<file path="config.mk">
export PLATFORM = sky130hd
export DESIGN_NAME = phase_timer
export DESIGN_NICKNAME = d
export VERILOG_FILES = /design/src/rtl/traffic_pkg.sv /design/src/rtl/tick_prescaler.sv /design/src/rtl/phase_timer.sv
export SDC_FILE = /design/constraint.sdc
export NUM_CORES = 1
export LEC_CHECK = 0
export CAP_MARGIN = 15
export CELL_PAD_IN_SITES_DETAIL_PLACEMENT = 1
export CELL_PAD_IN_SITES_GLOBAL_PLACEMENT = 1
export CORE_MARGIN = 3
export CORE_UTILIZATION = 40
export DETAILED_ROUTE_END_ITERATION = 8
export HOLD_SLACK_MARGIN = 0.08
export PLACE_DENSITY_LB_ADDON = 0.1
export SYNTH_ARGS = -nofsm -noshare
export SYNTH_HDL_FRONTEND = slang
export SYNTH_SLANG_ARGS = --single-unit
</file>
<file path="constraint.sdc">
create_clock -name clk -period 5.8 [get_ports clk]
set_input_delay 0.87 -clock clk [delete_from_list [all_inputs] [get_ports clk]]
set_output_delay 0.87 -clock clk [all_outputs]
set_load 0.01 [all_outputs]
</file>
<file path="src/rtl/traffic_pkg.sv">
// Shared types and default interval lengths for the traffic controller.
package traffic_pkg;

  typedef enum logic [2:0] {
    RED    = 3'b001,
    YELLOW = 3'b010,
    GREEN  = 3'b100
  } lights_e;

  typedef enum logic [3:0] {
    LIGHT_1 = 4'b0001,
    LIGHT_2 = 4'b0010,
    LIGHT_3 = 4'b0100,
    LIGHT_4 = 4'b1000
  } state_e;

  localparam int DEFAULT_SHORT_S  = 10;
  localparam int DEFAULT_LONG_S   = 60;
  localparam int DEFAULT_YELLOW_S = 3;

endpackage

</file>
<file path="src/rtl/tick_prescaler.sv">
// Free-running divide-by-CLK_HZ counter; tick marks the last cycle of each second.
module tick_prescaler #(
  parameter int CLK_HZ = 50_000_000
) (
  input  logic clk,
  input  logic rst_n,
  input  logic en,
  input  logic clr,
  output logic tick
);

  localparam int W = (CLK_HZ > 1) ? $clog2(CLK_HZ) : 1;
  localparam logic [W-1:0] LAST = W'(CLK_HZ - 1);

  logic [W-1:0] cnt_q, cnt_d;

  assign tick = en && (cnt_q == LAST);

  always_comb begin
    cnt_d = cnt_q;
    if (clr)      cnt_d = '0;
    else if (en)  cnt_d = tick ? '0 : cnt_q + 1'b1;
  end

  always_ff @(posedge clk or negedge rst_n) begin
    if (!rst_n) cnt_q <= '0;
    else        cnt_q <= cnt_d;
  end

endmodule

</file>
<file path="src/rtl/phase_timer.sv">
// Per-phase seconds timer with done pulse and four-approach lamp driver.
module phase_timer
  import traffic_pkg::*;
#(
  parameter int CLK_HZ   = 50_000_000,
  parameter int SHORT_S  = DEFAULT_SHORT_S,
  parameter int LONG_S   = DEFAULT_LONG_S,
  parameter int YELLOW_S = DEFAULT_YELLOW_S
) (
  input  logic       clk,
  input  logic       rst_n,
  input  logic [3:0] current_state,
  input  logic       short_counter,
  input  logic       long_counter,
  output logic       counter_done,
  output logic [6:0] remaining_s,
  output logic [2:0] o_light_1,
  output logic [2:0] o_light_2,
  output logic [2:0] o_light_3,
  output logic [2:0] o_light_4
);

  localparam logic [6:0] SHORT_L  = 7'(SHORT_S);
  localparam logic [6:0] LONG_L   = 7'(LONG_S);
  localparam logic [6:0] YELLOW_L = 7'(YELLOW_S);

  logic [3:0] prev_q;
  logic       first_q;
  logic       running_q, running_d;
  logic [6:0] rem_q, rem_d;
  logic       valid, entry, tick;
  logic [3:0] lit;
  lights_e    lamp_on;

  assign valid = $onehot(current_state);
  assign entry = first_q || (current_state != prev_q);

  tick_prescaler #(.CLK_HZ(CLK_HZ)) u_prescaler (
    .clk   (clk),
    .rst_n (rst_n),
    .en    (running_q),
    .clr   (entry || !valid),
    .tick  (tick)
  );

  // Reload on entry outranks a coinciding final tick, so the aborted count never pulses.
  always_comb begin
    running_d = running_q;
    rem_d     = rem_q;
    if (!valid) begin
      running_d = 1'b0;
      rem_d     = '0;
    end else if (entry) begin
      if (long_counter) begin
        running_d = 1'b1;
        rem_d     = LONG_L;
      end else if (short_counter) begin
        running_d = 1'b1;
        rem_d     = SHORT_L;
      end else begin
        running_d = 1'b0;
        rem_d     = '0;
      end
    end else if (tick) begin
      rem_d = rem_q - 7'd1;
      if (rem_q == 7'd1) running_d = 1'b0;
    end
  end

  always_ff @(posedge clk or negedge rst_n) begin
    if (!rst_n) begin
      prev_q    <= 4'b0001;
      first_q   <= 1'b1;
      running_q <= 1'b0;
      rem_q     <= '0;
    end else begin
      prev_q    <= current_state;
      first_q   <= 1'b0;
      running_q <= running_d;
      rem_q     <= rem_d;
    end
  end

  // Pulse coincides with the expiring tick so the upstream FSM advances on that same edge.
  assign counter_done = valid && !entry && tick && (rem_q == 7'd1);
  assign remaining_s  = rem_q;

  assign lit     = (valid && running_q) ? current_state : 4'b0000;
  assign lamp_on = (rem_q > YELLOW_L) ? GREEN : YELLOW;

  assign o_light_1 = lit[0] ? lamp_on : RED;
  assign o_light_2 = lit[1] ? lamp_on : RED;
  assign o_light_3 = lit[2] ? lamp_on : RED;
  assign o_light_4 = lit[3] ? lamp_on : RED;

endmodule
</file>
After elaboration in Yosys (flattened, before gate mapping)
Cells that the tools add are included.

storage, ports and cells
  bits of input ports = 8
  flip-flop bits (word level) = 39
  output and inout port bits = 20
  logic and storage cells = 48

operators by class
  mux-type cells = 20
  equality and inequality tests = 6
  reduce and logical (&&, ||, !) cells = 11
  $add $sub $neg = 5
  $lt $le $gt $ge = 1

operator list
  operator                                                        count
  two-way mux 26 bit                                              3
  adder 26 x 1 -> 26 bit (second input constant)                  1
  equality test 26 bit (second input constant)                    1
  two-way mux 7 bit                                               3
  two-way mux 3 bit                                               5
  two-way mux 4 bit                                               2
  equality test 7 x 1 -> 1 bit (second input constant)            1
  greater-than comparator 7 x 2 -> 1 bit (second input constant)  1
  subtractor 7 x 1 -> 7 bit (second input constant)               1
  two-way mux 1 bit                                               6
  two-way mux 6 bit                                               1
  inequality test 3 x 1 -> 1 bit (second input constant)          2
  logical AND 1 bit                                               5
  adder 1 x 1 -> 2 bit                                            2
  inequality test 4 bit                                           1
  adder 2 x 2 -> 3 bit                                            1
  equality test 3 x 1 -> 1 bit (second input constant)            1
  logical NOT 1 bit                                               2
  logical OR 1 bit                                                2
  AND reduction 2 bit                                             1
  nonzero test 2 bit                                              1

Longest topological paths before layout
  depth after elaboration = 6
  gate-level depth with buffers = 9
  mapped depth without buffers = 9

Cells and area by module
Synthesis repeated with hierarchy kept, for this count alone.

unflattened totals
  cell total of the unflattened synthesis = 243
  area, all modules = 2329.7 um^2

by module, submodules not included
  module          times used  cells an instance  area each (um^2)  seq. area each (um^2)
  tick_prescaler  1           157                1492.7            650.6
  phase_timer     1           86                 837.1             327.8

Least setup slack after synthesis
OpenSTA, ideal clock, no wires.

  kind = in2out
  from = input port current_state[0]
  to = output port o_light_4[1]
  setup slack = 2019 ps
  path buffers = 0
  stages = 9
  data arrival time = 2911 ps
  data required time = 4930 ps
  cells stage by stage = inv_1 > fa_1 > inv_1 > ha_1 > ha_1 > nor3b_1 > and2_1 > nand2_1 > nor2_1

between the ends
  cells in the longest elaborated chain, start to end = 6

ends and longest elaborated chain
  element                                     line               source
  from (decl)                                 phase_timer.sv:12  input logic [3:0] current_state,
  adder 1 x 1 -> 2 bit (not written as such)  phase_timer.sv:35  assign valid = $onehot(current_state);
  adder 2 x 2 -> 3 bit (not written as such)  phase_timer.sv:35
  equality test 3 x 1 -> 1 bit                phase_timer.sv:35
  logical AND 1 bit                           phase_timer.sv:88  assign lit = (valid && running_q) ? current_state : 4'b0000;
  two-way mux 4 bit                           phase_timer.sv:88
  two-way mux 3 bit                           phase_timer.sv:94  assign o_light_4 = lit[3] ? lamp_on : RED;
  to (decl)                                   phase_timer.sv:20  output logic [2:0] o_light_4

No other way between the ends.

Worst setup path in the final report
  from = input port current_state[0]
  to = output port o_light_1[2]

between the ends
  cells in the longest elaborated chain, start to end = 6

ends and longest elaborated chain
  element                                     line               source
  adder 1 x 1 -> 2 bit (not written as such)  phase_timer.sv:35
  adder 2 x 2 -> 3 bit (not written as such)  phase_timer.sv:35
  equality test 3 x 1 -> 1 bit                phase_timer.sv:35
  logical AND 1 bit                           phase_timer.sv:88
  two-way mux 4 bit (*)                       phase_timer.sv:88
  two-way mux 3 bit (*)                       phase_timer.sv:91  assign o_light_1 = lit[0] ? lamp_on : RED;
  to (decl)                                   phase_timer.sv:17  output logic [2:0] o_light_1,

Mark *: on every way between the ends. The rest lies on a longest branch, timed or not.

==> flow_metrics.env <==
export IMPL_netlist_instances=234
export IMPL_post_cts_resized=0
export IMPL_layout_setup_ws_ps=755
export IMPL_ctsHoldBuffers=0
export IMPL_drive_above_1_share_pct=9.06
export IMPL_pre_cts_ws_ps=775
export IMPL_wire_per_inst_um=15.8
export IMPL_worst_path_buf_inv=4
export IMPL_synth_seq_area_share_pct=44.3
export IMPL_diodes=0
export IMPL_worst_path_max_fanout=6
export IMPL_grt_overflow=0
export IMPL_io_pins=28
export IMPL_p_per_area_nw_per_um2=227
export IMPL_p_leak_nw=0.999
export IMPL_p_total_w=0.000601
export IMPL_cts_tree="built"
export IMPL_slowest_delay_ps=560
export IMPL_antenna_found_initial=0
export IMPL_yosys_area_share_adder_pct=4.31
export IMPL_post_cts_buffers=0
export IMPL_drtPass1Iterations=4
export IMPL_holdCritPathClass="register to register"
export IMPL_synth_area_um2=2210
export IMPL_period_share_pct=87.0
export IMPL_async_reset_ff_share_pct=100
export IMPL_holdPathStages=2
export IMPL_track_usage_pct=18.9
export IMPL_clk_latency_ps=290
export IMPL_hold_viol_final=0
export IMPL_synth_compound_area_share_pct=6.24
export IMPL_worstMarginPinSlew_ps=903
export IMPL_cp_depth=11
export IMPL_syn_nets=249
export IMPL_initial_core_util_pct=42.1
export IMPL_vdd_drop_max_uv=112
export IMPL_synth_xor_area_share_pct=11.5
export IMPL_nets=279
export IMPL_clock_sinks=39
export IMPL_rsz0062_at_grt="no"
export IMPL_arrival_ps=4170
export IMPL_period_needed_ps=5040
export IMPL_cts_made_buffers=5
export IMPL_port_buffers=27
export IMPL_ys_flop_type="dfrtp_1"
export IMPL_synth_seq_cells=39
export IMPL_start_kind="input port"
export IMPL_postLayoutCellArea_um2=2650
export IMPL_areaGrowthSynthToFinish_pct=19.8
export IMPL_syn_area_per_cell_um2=9.43
export IMPL_synth_top_family_by_area="simple AND/OR/NAND/NOR gates"
export IMPL_clkTransAtPathRegs_ps=80
export IMPL_max_clock_path_buffers=2
export IMPL_gp_congestion=0.745
export IMPL_critical_path_class="input port to output pin"
export IMPL_ant_nets=0
export IMPL_viasPerCell=5.26
export IMPL_core_um2=5240
export IMPL_first_global_vias=1783
export IMPL_grt_pass1_wl_mm=9.32
export IMPL_fillers=600
export IMPL_drcViolationCount=0
export IMPL_critPathCaptureType="output pin"
export IMPL_dieArea_um2=6440
export IMPL_die_width_um=80.3
export IMPL_die_h_um=80.3
export IMPL_synth_simple_area_share_pct=30.3
export IMPL_synth_edff_count=0
export IMPL_max_freq_mhz=198
export IMPL_num_rows=26
export IMPL_fin_skew_ps=4.24
export IMPL_path_cells="clkdlybuf4s50_1, inv_1, fa_1, inv_1, ha_1, ha_1, nor3b_1, and2_1, nand2_1, nor2_1, clkdlybuf4s50_1"
export IMPL_htreeDepth=2
export IMPL_setup_viol=0
export IMPL_status="complete, no violations"
export IMPL_vias=1762
export IMPL_maxCapViolCount=0
export IMPL_cpMaxStageDelayCell="nor3b_1"
export IMPL_synth_area_mux_share_pct=0
export IMPL_cp_top_family="buffers and inverters"
export IMPL_drtIter0Drc=102
export IMPL_drv_slew=0
export IMPL_root_buffer="clkbuf_8"
export IMPL_grt_max_degree=40
export IMPL_slew_headroom_pct=39.8
export IMPL_place_area_um2=2530
export IMPL_rr_worst_depth=6
export IMPL_yosys_warnings=0
export IMPL_finalSetupTns_ps=0
export IMPL_hpwl_mm=3.89
export IMPL_critPathRequiredTime_ps=4930
export IMPL_yosys_cell_types_count=43
export IMPL_drt_total_wl_mm=5.31
-- metal layers --
metal  GRT usage, %  part of all wire, %  vias up
met5              0                    0        -
li1               -                    -      866
met3           3.03                  2.3        6
met2           28.5                   46       22
met1           27.7                   50      868
met4           5.57                  1.3        0
-- worst paths after layout --
| check | slack (ps) | to | start |
|---|---|---|---|
| worst max-delay path | 760 | o_light_1[2] | current_state[0] |
| worst min-delay path | 570 | u_prescaler.cnt_q[25] | u_prescaler.cnt_q[25] |
| worst max register to register | 3470 | remaining_s[5] | u_prescaler.cnt_q[10] |
| worst min register to register | 570 | u_prescaler.cnt_q[25] | u_prescaler.cnt_q[25] |
| max in group asynchronous | 4530 | u_prescaler.cnt_q[18] | rst_n |
| min in group asynchronous | 700 | prev_q[3] | rst_n |
-- flip-flops by register name, summed over array words and instances (netlist names) --
name and flops:
remaining_s 7, running_q 1, u_prescaler.cnt_q 26, first_q 1, prev_q 4
-- cell usage in the layout (no fill, tap or decap), drive strengths merged, types with 6 or more instances in the layout --
master and n:
nor2 40, dfrtp 37, clkdlybuf4s50 26, nand2 22, xor2 17, nand3 17, xnor2 12, nand4 12
a21oi 12, inv 8, ha 6, clkbuf 6
-- final cells by class --
cell class / instances / area, µm² / share of cell area [%]
multi-input cells: 182 / 1160 / 43.8
repair buffers: 28 / 273 / 10.3
flip-flops and latches: 39 / 978 / 37.0
clock buffers: 6 / 82.6 / 3.12
clock inverters: 2 / 35.0 / 1.32
well taps: 70 / 87.6 / 3.31
inverters: 8 / 30.0 / 1.14
-- cell families (layout without fill, tap and decap cells) --
group,count (synthesis),after routing
other,1,1
AO/OA/AOI/OAI,24,24
adder cells (fa/ha/maj),7,7
AND/OR/NAND/NOR,121,121
buffers and inverters,13,44
XOR/XNOR,29,29
flip-flops,39,39
-- Yosys cell counts (all sizes together) (2+ instances only) --
cell type / number / area [µm²]
nor2: 40 / 150
dfrtp: 37 / 926
nand2: 22 / 82.6
nand3: 17 / 108
xor2: 17 / 149
a21oi: 12 / 60.1
nand4: 12 / 75.1
xnor2: 12 / 105
inv: 8 / 30.0
ha: 6 / 75.1
buf: 5 / 40.0
nor3: 5 / 30.0
o21ai: 5 / 25.0
nor4: 4 / 37.5
nor4b: 4 / 56.3
and2: 3 / 18.8
and3: 3 / 20.0
or3: 3 / 18.8
a31oi: 2 / 12.5
and4: 2 / 17.5
dfstp: 2 / 52.6
o21a: 2 / 15.0
or4: 2 / 18.8
-- through the flow --
step / instances / hold slack, ps / utilization [%]
floorplan: 234 / 496 / -
global placement: 327 / 523 / 48.3
detailed placement: 327 / 562 / 48.3
CTS: 335 / 580 / 50.5
global route: 335 / 608 / 50.5
finish: 335 / 571 / 50.5
-- tightest hold or removal path: cells and delay by family, from the launching register on --
kind / cells / cell delay [ps]
XOR/XNOR: 1 / 70
flip-flops: 1 / 380
AND/OR/NAND/NOR: 1 / 80
-- where the power goes --
group	internal, W	switching [W]	total, W
combinational	0.0000296	0.0000422	0.0000718
clock	0.000139	0.000101	0.000240
sequential	0.000279	0.0000105	0.000289
Power figures use the tool's default switching activity.
